==> src/rtl/uart_prog_loader.sv <==
// UART program loader: receives 8N1 bytes, packs little-endian 32-bit words into
// the FPU instruction memory and holds the core in reset until loading ends.
// Optional running sum of written words: define LOADER_CHECKSUM_EN.
module uart_prog_loader #(
  parameter int          CLKS_PER_BIT = 347,
  parameter int          ADDR_W       = 8,
  parameter logic [31:0] END_WORD     = 32'h0000_0FFF
) (
  input  logic              wb_clk_i,
  input  logic              wb_rst_i,
  input  logic              rx_i,
  output logic              imem_we_o,
  output logic [ADDR_W-1:0] imem_addr_o,
  output logic [31:0]       imem_wdata_o,
  output logic              prog_done_o,
  output logic              core_rst_o,
  output logic              frame_err_o
`ifdef LOADER_CHECKSUM_EN
  ,
  output logic [31:0]       checksum_o
`endif
);

  localparam int CNT_W = (CLKS_PER_BIT > 2) ? $clog2(CLKS_PER_BIT) : 1;
  localparam logic [CNT_W-1:0] HALF_LAST = CNT_W'(CLKS_PER_BIT / 2 - 1);
  localparam logic [CNT_W-1:0] FULL_LAST = CNT_W'(CLKS_PER_BIT - 1);

  typedef enum logic [1:0] {
    IDLE  = 2'd0,
    START = 2'd1,
    DATA  = 2'd2,
    STOP  = 2'd3
  } rx_state_t;

  rx_state_t        state, state_next;
  logic [CNT_W-1:0] cnt, cnt_next;
  logic [2:0]       bit_idx, bit_next;
  logic [7:0]       shift, shift_next;
  logic             byte_valid, stop_bad;
  logic             rx_meta, rx_sync;
  logic [1:0]       byte_cnt;
  logic [23:0]      word_buf;
  logic [31:0]      word_full;
  logic             accept;

  // The last byte is still in the shift register when the stop bit is judged.
  assign word_full = {shift, word_buf};
  assign accept    = byte_valid & ~prog_done_o;

  always_comb begin
    state_next = state;
    cnt_next   = cnt;
    bit_next   = bit_idx;
    shift_next = shift;
    byte_valid = 1'b0;
    stop_bad   = 1'b0;
    case (state)
      IDLE: begin
        cnt_next = '0;
        bit_next = '0;
        if (!rx_sync) state_next = START;
      end
      START: begin
        if (cnt == HALF_LAST) begin
          cnt_next   = '0;
          state_next = rx_sync ? IDLE : DATA;
        end else begin
          cnt_next = cnt + 1'b1;
        end
      end
      DATA: begin
        if (cnt == FULL_LAST) begin
          cnt_next   = '0;
          shift_next = {rx_sync, shift[7:1]};
          bit_next   = bit_idx + 3'd1;
          if (bit_idx == 3'd7) state_next = STOP;
        end else begin
          cnt_next = cnt + 1'b1;
        end
      end
      STOP: begin
        if (cnt == FULL_LAST) begin
          cnt_next   = '0;
          state_next = IDLE;
          if (rx_sync) byte_valid = 1'b1;
          else         stop_bad   = 1'b1;
        end else begin
          cnt_next = cnt + 1'b1;
        end
      end
      default: state_next = IDLE;
    endcase
  end

  always_ff @(posedge wb_clk_i) begin
    if (wb_rst_i) begin
      rx_meta <= 1'b1;
      rx_sync <= 1'b1;
      state   <= IDLE;
      cnt     <= '0;
      bit_idx <= '0;
      shift   <= '0;
    end else begin
      rx_meta <= rx_i;
      rx_sync <= rx_meta;
      state   <= state_next;
      cnt     <= cnt_next;
      bit_idx <= bit_next;
      shift   <= shift_next;
    end
  end

  always_ff @(posedge wb_clk_i) begin
    if (wb_rst_i) begin
      byte_cnt     <= '0;
      word_buf     <= '0;
      imem_we_o    <= 1'b0;
      imem_addr_o  <= '0;
      imem_wdata_o <= '0;
      prog_done_o  <= 1'b0;
      core_rst_o   <= 1'b1;
      frame_err_o  <= 1'b0;
    end else begin
      imem_we_o  <= 1'b0;
      core_rst_o <= ~prog_done_o;
      if (stop_bad && !prog_done_o) frame_err_o <= 1'b1;
      if (accept) begin
        byte_cnt <= byte_cnt + 2'd1;
        case (byte_cnt)
          2'd0:    word_buf[7:0]   <= shift;
          2'd1:    word_buf[15:8]  <= shift;
          2'd2:    word_buf[23:16] <= shift;
          default: begin
            if (word_full == END_WORD) begin
              prog_done_o <= 1'b1;
            end else begin
              imem_we_o    <= 1'b1;
              imem_wdata_o <= word_full;
            end
          end
        endcase
      end
      // The last address is written once; memory full then ends loading.
      if (imem_we_o) begin
        if (&imem_addr_o) prog_done_o <= 1'b1;
        else              imem_addr_o <= imem_addr_o + 1'b1;
      end
    end
  end

`ifdef LOADER_CHECKSUM_EN
  always_ff @(posedge wb_clk_i) begin
    if (wb_rst_i)       checksum_o <= '0;
    else if (imem_we_o) checksum_o <= checksum_o + imem_wdata_o;
  end
`endif

endmodule
==> config.mk <==
export PLATFORM = sky130hd
export DESIGN_NAME = uart_prog_loader
export DESIGN_NICKNAME = d
export VERILOG_FILES = /design/src/rtl/uart_prog_loader.sv
export SDC_FILE = /design/constraint.sdc
export NUM_CORES = 1
export LEC_CHECK = 0
export ABC_AREA = 1
export BUFFER_PORTS_ARGS = -buffer_cell sky130_fd_sc_hd__buf_2
export CORE_MARGIN = 8
export CORE_UTILIZATION = 40
export DETAILED_ROUTE_END_ITERATION = 10
export GPL_ROUTABILITY_DRIVEN = 1
export GPL_TIMING_DRIVEN = 0
export HOLD_SLACK_MARGIN = 0.08
export SYNTH_ARGS = -nofsm -noshare
export SYNTH_HDL_FRONTEND = slang
export SYNTH_SLANG_ARGS = --single-unit
==> constraint.sdc <==
create_clock -name wb_clk_i -period 1.75 [get_ports wb_clk_i]
set_input_delay 0.35 -clock wb_clk_i [delete_from_list [all_inputs] [get_ports wb_clk_i]]
set_output_delay 0.35 -clock wb_clk_i [all_outputs]
set_load 0.01 [all_outputs]
==> reports/metrics.cfg <==
[synthesis]
synth_mux_area_share_pct = 0
synthDistinctLibCells = 30
yosys_warnings = 0
synthXorXnorAreaFrac_pct = 1.10
synth_top_family_by_area = simple AND/OR/NAND/NOR gates
ys_seq_elements = 94
synthFlopType = dfxtp_1
yosys.area_share.simple_pct = 26.9
synth_cells = 547
avgSynthCellArea_um2 = 7.30
synth-edff-count = 0
synthArstFlopShare_pct = 0
synthesis.nets = 560
synth_compound_area_share_pct = 11.6
syn-cell-area_mm2 = 0.00399
ys_seq_area_share_pct = 47.1
synth_fa_ha_area_share_pct = 3.13

[clock_network]
ctsLongestPathBuffers = 2
h-tree-depth = 3
cts_tree = yes
cts.clk_slew.worst_paths_ps = 90
cts-buffers-inserted = 9
numClockSinks = 94
clock_latency_ps = 380
root_buffer = clkbuf_8

[placement]
io_buffers = 46
dp_cells = 726
hpwl_mm = 6.39
gp_congestion = 0.814

[route]
wire_per_inst_um = 12.4
vias = 3527
drc = 0
viasPerCell = 4.65
totalWireLength_mm = 9.43
ant_nets = 0
drt_iter0_markers = 162
drt-pass1-iter-count = 5

[final_layout]
drive_gt1_share_pct = 23.5
area_growth_pct = 25.2
layout_commonest_cell = nand2_1
finalNonFillerCells = 758
final_cell_mix = nand2_1, dfxtp_1, nor2_1
antenna_cells = 0
fin_nets = 633

[grt]
antenna_found_initial = 0
grt_max_degree = 17
grt_pass1_wl_mm = 14.7
overflow = 0
grt_usage_pct = 13.8
grt_pass1_vias = 3137

[power]
p_int_w = 0.00305
p_leak_nw = 2.37
switching_share_pct = 23.3
power.total_w = 0.00397
clkPwrFrac_pct = 41.9
power_density_mw_per_mm2 = 795
pwr-share-comb_pct = 3.5
p_seq_share_pct = 54.7
p_switching_w = 0.000926
max-vdd-ir-drop_uv = 465

[run_status]
violations = negative setup slack
status = complete, but fails checks

[floorplan]
io_pins = 47
initial_core_util_pct = 41.0
dieWidth_um = 116
die_area_mm2 = 0.0134
core_area_mm2 = 0.00973
rows = 36
die_height_um = 116

[setup_path]
end_kind = flop
slowest_delay_ps = 350
path_class = flop to flop
reg2reg_from = cnt[0]
crit_start = cnt[0]
path_cells = inv_2 > ha_4 > nand2_2 > nor2_4 > nand2_4 > inv_4 > nand2_8 > nor2_8 > nand2_8 > buf_12 > buf_8 > nor2_1 > nor2_1
cpMaxStageDelayCell = dfxtp_2
path_buf_inv = 4
start_kind = flop
cp.arrival_ps = 2050
crit_required_ps = 2030
crit_path_max_fanout = 10
crit_family = simple AND/OR/NAND/NOR gates

[sta]
finalCriticalPeriod_ps = 1770
setup_viol = 12
worstMarginPinSlew_ps = 468
hold_viol_final = 0
layout_setup_ws_ps = -19.7
slew_viol_final = 0
relSlewSlack_pct = 68.8
rsz0062_at_grt = true
clock_skew_ps = 10.0
fin_crit_sh_pct = 101
max_freq_ghz = 0.565

[hold_path]
hold_class = input port to flop
hold_path_startpoint = rx_i

[job]
drv_cap = 0

flip-flops by register name (all words and copies together), names as in the netlist, named ones only:
| register | count |
|---|---|
| rx_sync | 1 |
| imem_wdata_o | 32 |
| imem_we_o | 1 |
| rx_meta | 1 |
| bit_idx | 3 |
| shift | 8 |
| core_rst_o | 1 |
| word_buf | 24 |
| byte_cnt | 2 |
| frame_err_o | 1 |
| prog_done_o | 1 |
| imem_addr_o | 8 |
| cnt | 9 |
| state | 1 |
kinds of logic after synthesis:
group,count (synthesis)
buffers and inverters,96
AOI/OAI and AO/OA,92
adders and majority gates,10
xor gates and xnor gates,5
DFF,94
and+or+nand+nor,250
final timing paths:
kind | slack, ps | cells past startpoint | endpoint
worst min register to register | 410 | 1 | core_rst_o
worst max register to register | -20 | 13 | imem_wdata_o[14]
worst max-delay path | -20 | 13 | imem_wdata_o[14]
worst min-delay path | 150 | 2 | rx_meta
layer usage:
layer	global-route usage (%)	wire, um	vias to the layer above
li1	-	-	1853
met1	17.6	4510	1595
met2	21.4	4290	67
met3	2.45	427	12
met5	0	0	-
met4	7.78	201	0
synth_stat cells (4+ instances only):
| cell | count | area, um^2 |
|---|---|---|
| dfxtp_1 | 94 | 1880 |
| nand3_1 | 10 | 50.1 |
| nor2_1 | 99 | 372 |
| nor2_4 | 5 | 56.3 |
| ha_1 | 10 | 125 |
| clkbuf_1 | 6 | 22.5 |
| xor2_1 | 4 | 35.0 |
| nand4_1 | 6 | 37.5 |
| a21oi_1 | 49 | 245 |
| inv_1 | 73 | 274 |
| o21ai_1 | 5 | 25.0 |
| o21ai_0 | 36 | 180 |
| nand2_1 | 112 | 420 |
| buf_2 | 7 | 35.0 |
| nor3_1 | 6 | 30.0 |
stage by stage:
step	utilization, %	TNS, ps	setup WS (ps)	cell area, um^2	hold WS, ps
2_1_floorplan	-	0	166	3990	389
3_3_place_gp	45.1	-729	-36.6	4390	390
3_5_place_dp	45.1	-1730	-82.5	4390	390
4_1_cts	48.0	0	22.0	4670	141
5_1_grt	51.4	-2280	-109	5000	169
6_report	51.4	-135	-19.7	5000	155
layout make-up:
cell class	instances	area (um^2)
plain buffers	19	155
clock buffers	10	138
clock inverters	6	92.6
fillers	972	4730
inverters	77	292
multi-input cells	357	1840
flip-flops and latches	94	1880
well taps	133	166
repair buffers	62	427
power groups by stage:
stage / Sequential [W] / Combinational, W / Clock, W
global placement: 0.00222 / 0.000133 / 0
CTS: 0.00217 / 0.000136 / 0.00170
floorplan: 0.00222 / 0.000102 / 0
finish: 0.00217 / 0.000137 / 0.00166
global route: 0.00218 / 0.000156 / 0.00179
detailed placement: 0.00222 / 0.000135 / 0
repair_timing:
item                                   CTS  global route
pin swaps                                1            10
resized for setup                       11            53
endpoints found under the hold margin    0             0
cloned                                   0             5
setup buffers                            0            11
hold buffers                             0             0
setup endpoints to repair               35            47
Power figures use the tool's default switching activity.
